$ cat src/rtl/errchk_pkg.sv
// errchk_pkg: shared FSM encoding, default widths and id-width helper for the error-check scheduler.
package errchk_pkg;
  typedef enum logic [1:0] {
    ST_IDLE  = 2'd0,
    ST_ISSUE = 2'd1,
    ST_RESP  = 2'd2
  } state_t;
  localparam int DEF_NUM_REQ = 2;
  localparam int DEF_DATA_W  = 4;
  // rsp_id is never narrower than one bit, even for a single requester
  function automatic int id_w(input int n);
    return n > 1 ? $clog2(n) : 1;
  endfunction
endpackage

$ cat src/rtl/error_check_scheduler_if.sv
// error_check_scheduler_if: requester-side and response-side handshakes of the error-check scheduler.
interface error_check_scheduler_if #(
  parameter int NUM_REQ = errchk_pkg::DEF_NUM_REQ,
  parameter int DATA_W  = errchk_pkg::DEF_DATA_W
);
  localparam int ID_W = errchk_pkg::id_w(NUM_REQ);
  logic [NUM_REQ-1:0]        req_valid;
  logic [NUM_REQ*DATA_W-1:0] req_data;
  logic [NUM_REQ-1:0]        req_ready;
  logic                      rsp_valid;
  logic                      rsp_ready;
  logic [ID_W-1:0]           rsp_id;
  logic [DATA_W-1:0]         rsp_answer;
  logic                      rsp_err;
  modport master (
    output req_valid, req_data, rsp_ready,
    input  req_ready, rsp_valid, rsp_id, rsp_answer, rsp_err
  );
  modport slave (
    input  req_valid, req_data, rsp_ready,
    output req_ready, rsp_valid, rsp_id, rsp_answer, rsp_err
  );
endinterface

$ cat src/rtl/errchk_rr_arbiter.sv
// errchk_rr_arbiter: combinational round-robin pick, scanning ptr+1, ptr+2, ... modulo NUM_REQ.
module errchk_rr_arbiter #(
  parameter int NUM_REQ = 2,
  parameter int ID_W    = 1
) (
  input  logic [NUM_REQ-1:0] req,
  input  logic [ID_W-1:0]    ptr,
  output logic [NUM_REQ-1:0] grant,
  output logic [ID_W-1:0]    idx,
  output logic               any
);
  logic [ID_W-1:0] j;
  // farthest offset first, so the nearest valid requester after ptr overrides
  always_comb begin
    grant = '0;
    idx   = '0;
    any   = 1'b0;
    j     = '0;
    for (int k = NUM_REQ; k >= 1; k--) begin
      j = ID_W'((int'(ptr) + k) % NUM_REQ);
      if (req[j]) begin
        grant    = '0;
        grant[j] = 1'b1;
        idx      = j;
        any      = 1'b1;
      end
    end
  end
endmodule

$ cat src/rtl/error_check_scheduler.sv
// error_check_scheduler: round-robin sharing of one combinational checker, registered question/answer path.
// Optional saturating error counter enabled by defining ERRCHK_ERR_COUNT_EN.
module error_check_scheduler
  import errchk_pkg::*;
#(
  parameter int NUM_REQ = DEF_NUM_REQ,
  parameter int DATA_W  = DEF_DATA_W
`ifdef ERRCHK_ERR_COUNT_EN
  , parameter int CNT_W = 8
`endif
) (
  input  logic                       clk,
  input  logic                       rst_n,
  error_check_scheduler_if.slave     bus,
  output logic [DATA_W-1:0]          chk_question,
  input  logic [DATA_W-1:0]          chk_answer,
  output logic                       busy
`ifdef ERRCHK_ERR_COUNT_EN
  , output logic [CNT_W-1:0]         err_count,
  input  logic                       err_clr
`endif
);
  localparam int ID_W = id_w(NUM_REQ);
  state_t             state, state_nx;
  logic [ID_W-1:0]    rr_ptr, gnt_idx;
  logic [NUM_REQ-1:0] gnt;
  logic               gnt_any, accept, rsp_hs;

  errchk_rr_arbiter #(.NUM_REQ(NUM_REQ), .ID_W(ID_W)) u_arb (
    .req   (bus.req_valid),
    .ptr   (rr_ptr),
    .grant (gnt),
    .idx   (gnt_idx),
    .any   (gnt_any)
  );

  assign accept = state == ST_IDLE && gnt_any;
  assign rsp_hs = state == ST_RESP && bus.rsp_valid && bus.rsp_ready;

  always_ff @(posedge clk or negedge rst_n)
    if (!rst_n) state <= ST_IDLE;
    else        state <= state_nx;

  always_comb
    state_nx = state == ST_IDLE  ? (gnt_any ? ST_ISSUE : ST_IDLE) :
               state == ST_ISSUE ? ST_RESP :
               state == ST_RESP  ? (bus.rsp_ready ? ST_IDLE : ST_RESP) : ST_IDLE;

  // grant is masked while reset is held so no requester sees a spurious accept
  always_comb begin
    busy          = state != ST_IDLE;
    bus.req_ready = (state == ST_IDLE && rst_n) ? gnt : '0;
  end

  always_ff @(posedge clk or negedge rst_n)
    if (!rst_n) begin
      chk_question   <= '0;
      rr_ptr         <= ID_W'(NUM_REQ - 1);
      bus.rsp_id     <= '0;
      bus.rsp_answer <= '0;
      bus.rsp_err    <= 1'b0;
      bus.rsp_valid  <= 1'b0;
    end else begin
      if (accept) begin
        chk_question <= bus.req_data[gnt_idx*DATA_W +: DATA_W];
        bus.rsp_id   <= gnt_idx;
        rr_ptr       <= gnt_idx;
      end
      if (state == ST_ISSUE) begin
        bus.rsp_answer <= chk_answer;
        bus.rsp_err    <= |chk_answer;
        bus.rsp_valid  <= 1'b1;
      end
      if (rsp_hs) bus.rsp_valid <= 1'b0;
    end

`ifdef ERRCHK_ERR_COUNT_EN
  always_ff @(posedge clk or negedge rst_n)
    if (!rst_n)                                            err_count <= '0;
    else if (err_clr)                                      err_count <= '0;
    else if (rsp_hs && bus.rsp_err && err_count != '1)     err_count <= err_count + 1'b1;
`endif
endmodule

$ cat src/flat_wrapper.sv
// flat-port wrapper written by rule: the top's interface ports become plain ports
module error_check_scheduler_flat import errchk_pkg::*;
#(
  parameter int NUM_REQ = DEF_NUM_REQ,
  parameter int DATA_W  = DEF_DATA_W

)
  (clk, rst_n, chk_question, chk_answer, busy, bus_req_valid, bus_req_data, bus_rsp_ready, bus_req_ready, bus_rsp_valid, bus_rsp_id, bus_rsp_answer, bus_rsp_err);
  error_check_scheduler_if #(.NUM_REQ(NUM_REQ), .DATA_W(DATA_W)) bus_i ();
  input  logic clk;
  input  logic rst_n;
  output logic [DATA_W-1:0] chk_question;
  input  logic [DATA_W-1:0] chk_answer;
  output logic busy;
  input wire logic [$bits(bus_i.req_valid)-1:0] bus_req_valid;
  input wire logic [$bits(bus_i.req_data)-1:0] bus_req_data;
  input wire logic [$bits(bus_i.rsp_ready)-1:0] bus_rsp_ready;
  output wire logic [$bits(bus_i.req_ready)-1:0] bus_req_ready;
  output wire logic [$bits(bus_i.rsp_valid)-1:0] bus_rsp_valid;
  output wire logic [$bits(bus_i.rsp_id)-1:0] bus_rsp_id;
  output wire logic [$bits(bus_i.rsp_answer)-1:0] bus_rsp_answer;
  output wire logic [$bits(bus_i.rsp_err)-1:0] bus_rsp_err;
  assign bus_i.req_valid = bus_req_valid;
  assign bus_i.req_data = bus_req_data;
  assign bus_i.rsp_ready = bus_rsp_ready;
  assign bus_req_ready = bus_i.req_ready;
  assign bus_rsp_valid = bus_i.rsp_valid;
  assign bus_rsp_id = bus_i.rsp_id;
  assign bus_rsp_answer = bus_i.rsp_answer;
  assign bus_rsp_err = bus_i.rsp_err;
  error_check_scheduler #(.NUM_REQ(NUM_REQ), .DATA_W(DATA_W)) u_core (.clk(clk), .rst_n(rst_n), .bus(bus_i), .chk_question(chk_question), .chk_answer(chk_answer), .busy(busy));
endmodule
$ cat config.mk
export PLATFORM = sky130hd
export DESIGN_NAME = error_check_scheduler_flat
export DESIGN_NICKNAME = d
export VERILOG_FILES = /design/src/rtl/errchk_pkg.sv /design/src/rtl/error_check_scheduler_if.sv /design/src/rtl/errchk_rr_arbiter.sv /design/src/rtl/error_check_scheduler.sv /design/src/flat_wrapper.sv
export SDC_FILE = /design/constraint.sdc
export NUM_CORES = 1
export LEC_CHECK = 0
export CAP_MARGIN = 20
export CORE_AREA = 8 8 51 53
export DETAILED_ROUTE_END_ITERATION = 8
export DIE_AREA = 0 0 59 61
export HOLD_SLACK_MARGIN = 0.02
export PLACE_DENSITY = 0.73
export REMOVE_ABC_BUFFERS = 1
export SLEW_MARGIN = 20
export SYNTH_ARGS = -nofsm -noshare
export SYNTH_HDL_FRONTEND = slang
export SYNTH_SLANG_ARGS = --single-unit
$ cat constraint.sdc
create_clock -name clk -period 1.9 [get_ports clk]
set_clock_uncertainty 0.2 [all_clocks]
set_input_delay 0.19 -clock clk [delete_from_list [all_inputs] [get_ports clk]]
set_output_delay 0.19 -clock clk [all_outputs]
set_load 0.1 [all_outputs]
==> flow_summary.ini <==
[status]
status = finished, final reports clean

[sta]
timing.final.crit_share_pct = 96.3
finalCriticalPeriod_ns = 1.83
hold_viol_final = 0
finalMaxSlewViolations = 0
fin_tns_setup_ns = 0
rsz0062_at_grt = false
max_freq_mhz = 547
setup_violations = 0
max_slew_margin_pct = 77.0
tightest_slew_ns = 0.343

[logic_synthesis]
ys_ff_latch = 14
yosys_warnings = 0
syn-mean-instance-area_um2 = 13.9
syn_inst = 48
syn_area_um2 = 668
ys_types = 19
synth_seq_area_share_pct = 52.6

[floorplan]
rows = 16
core-area_um2 = 1840
ioPinCount = 31
start_util_pct = 36.3
die_width_um = 59
die-area_um2 = 3600
die_y_um = 61

[clocking]
clock_sinks = 14
cts_tree = yes
h-tree-depth = 1
postCtsSetupRepairBufs = 0
numCtsBuffers = 3
holdBufCountCts = 0
clockBufferDepth = 2
cts_root_buf = clkbuf_4
path_clk_slew_ns = 0.08
cts_resized = 0
clk_latency_ns = 0.26

[min_path]
hold_class = input port to async pin

[drt]
drt-initial-drc-count = 6
drtAntennaViolNets = 0
wire_per_inst_um = 12.0
dr.pass1.iters = 4
viasPerCell = 4.39
wirelength_mm = 1.32
drc = 0
vias = 483

[setup_path]
critPathArrivalTime_ns = 1.44
startpoint = bus_req_valid[1]
start_kind = input port
critPathRequiredTime_ns = 1.51
r2r-start = u_core.rr_ptr$_DFFE_PN1P_
reg2reg_slack_ns = 0.35
crit_fanout = 7
crit_type = input port to output pin
worstSetupEndpointType = output pin

[global_routing]
overflow = 0
grt_pass1_wl_mm = 2.30
antenna_found_initial = 0
gr-max-usage-layer = met2
grt_usage_pct = 8.00
grt_use_met1_pct = 10.3
use_met3_pct = 4.66
grt_max_degree = 15
met2_usage_pct = 11.5
grt_pass1_vias = 524

[layout]
area_delta_synth_final_pct = 65.2
drive_gt1_share_pct = 43.4
layout_common_cells = clkdlybuf4s50_1, dfrtp_1, mux2_4, buf_12, buf_4
fillers = 160
fin_nets = 101
mostFrequentLayoutCell = clkdlybuf4s50_1
antenna_cells = 0

[placement]
dp_hpwl_mm = 1.13
place.gp.congestion = 0.677
port_buffers = 30

[run]
max_cap_viol_count = 0
[sequential cells by signal (all words and copies together) (netlist names)]
| register | count |
|---|---|
| u_core.bus.rsp_id | 1 |
| u_core.bus.rsp_valid | 1 |
| u_core.state | 2 |
| u_core.rr_ptr | 1 |
| u_core.bus.rsp_err | 1 |
| u_core.chk_question | 4 |
| u_core.bus.rsp_answer | 4 |
[final cells by class]
| class | instances | area (µm²) | share of cell area [%] |
|---|---|---|---|
| timing repair buffer | 32 | 380 | 34.5 |
| sequential | 14 | 352 | 31.9 |
| multi-input combinational | 30 | 300 | 27.2 |
| tap | 27 | 33.8 | 3.06 |
| clock buffer | 4 | 26.3 | 2.38 |
| inverter | 3 | 11.3 | 1.02 |
[synth_stat cells, drive strengths merged]
library cell  number  area (µm²)
a21oi              1        5.00
nor2               5        37.5
nand2              3        11.3
nor4               1        6.26
dfrtp             13         325
buf                1        5.00
inv                3        11.3
nand2b             1        6.26
a21boi             1        18.8
dfstp              1        26.3
o2111a             1        11.3
mux2              14         188
o21ai              2        10.0
and3               1        6.26
[cells by family (layout without fill, tap and decap cells)]
group | count (synthesis) | in the layout | synth area share, %
compound gates | 5 | 5 | 6.74
simple gates | 11 | 11 | 10.1
buf+inv | 4 | 39 | 2.43
flops | 14 | 14 | 52.6
mux | 14 | 14 | 28.1
[path summary, 6_finish.rpt]
kind	endpoint	cells after the start
worst max-delay path	bus_req_ready[1]	4
min in group clk	u_core.bus.rsp_err$_DFFE_PN0N_	2
worst min register to register	u_core.bus.rsp_err$_DFFE_PN0N_	2
max in group asynchronous	u_core.rr_ptr$_DFFE_PN1P_	2
worst max register to register	u_core.chk_question[2]$_DFFE_PN0P_	3
worst min-delay path	u_core.chk_question[1]$_DFFE_PN0P_	2
[critical path, cell delays in order]
cell             delay, ns
clkdlybuf4s50_1       0.49
a21boi_4              0.31
and3_1                0.26
buf_12                0.19
[per-stage QoR]
step                hold slack, ns  worst slack (ns)  instances  utilization, %  area (µm²)
floorplan                   -0.306            0.0884         47               -         663
global placement             0.267           0.00792        106            58.5        1080
detailed placement           0.273           -0.0180        106            58.5        1080
CTS                         0.0782            0.0622        110            59.9        1100
global route                0.0926            0.0206        110            59.9        1100
finish                      0.0749            0.0710        110            59.9        1100
[per-layer routing]
metal	share of wire [%]	vias up	routed length (µm)
met5	0	-	0
met4	0	0	0
met3	11	0	142
met2	45	23	588
met1	44	224	585
li1	-	236	-
Power is not shown: default switching activity piles up to over one toggle a cycle in this logic, so the estimate is an artifact.
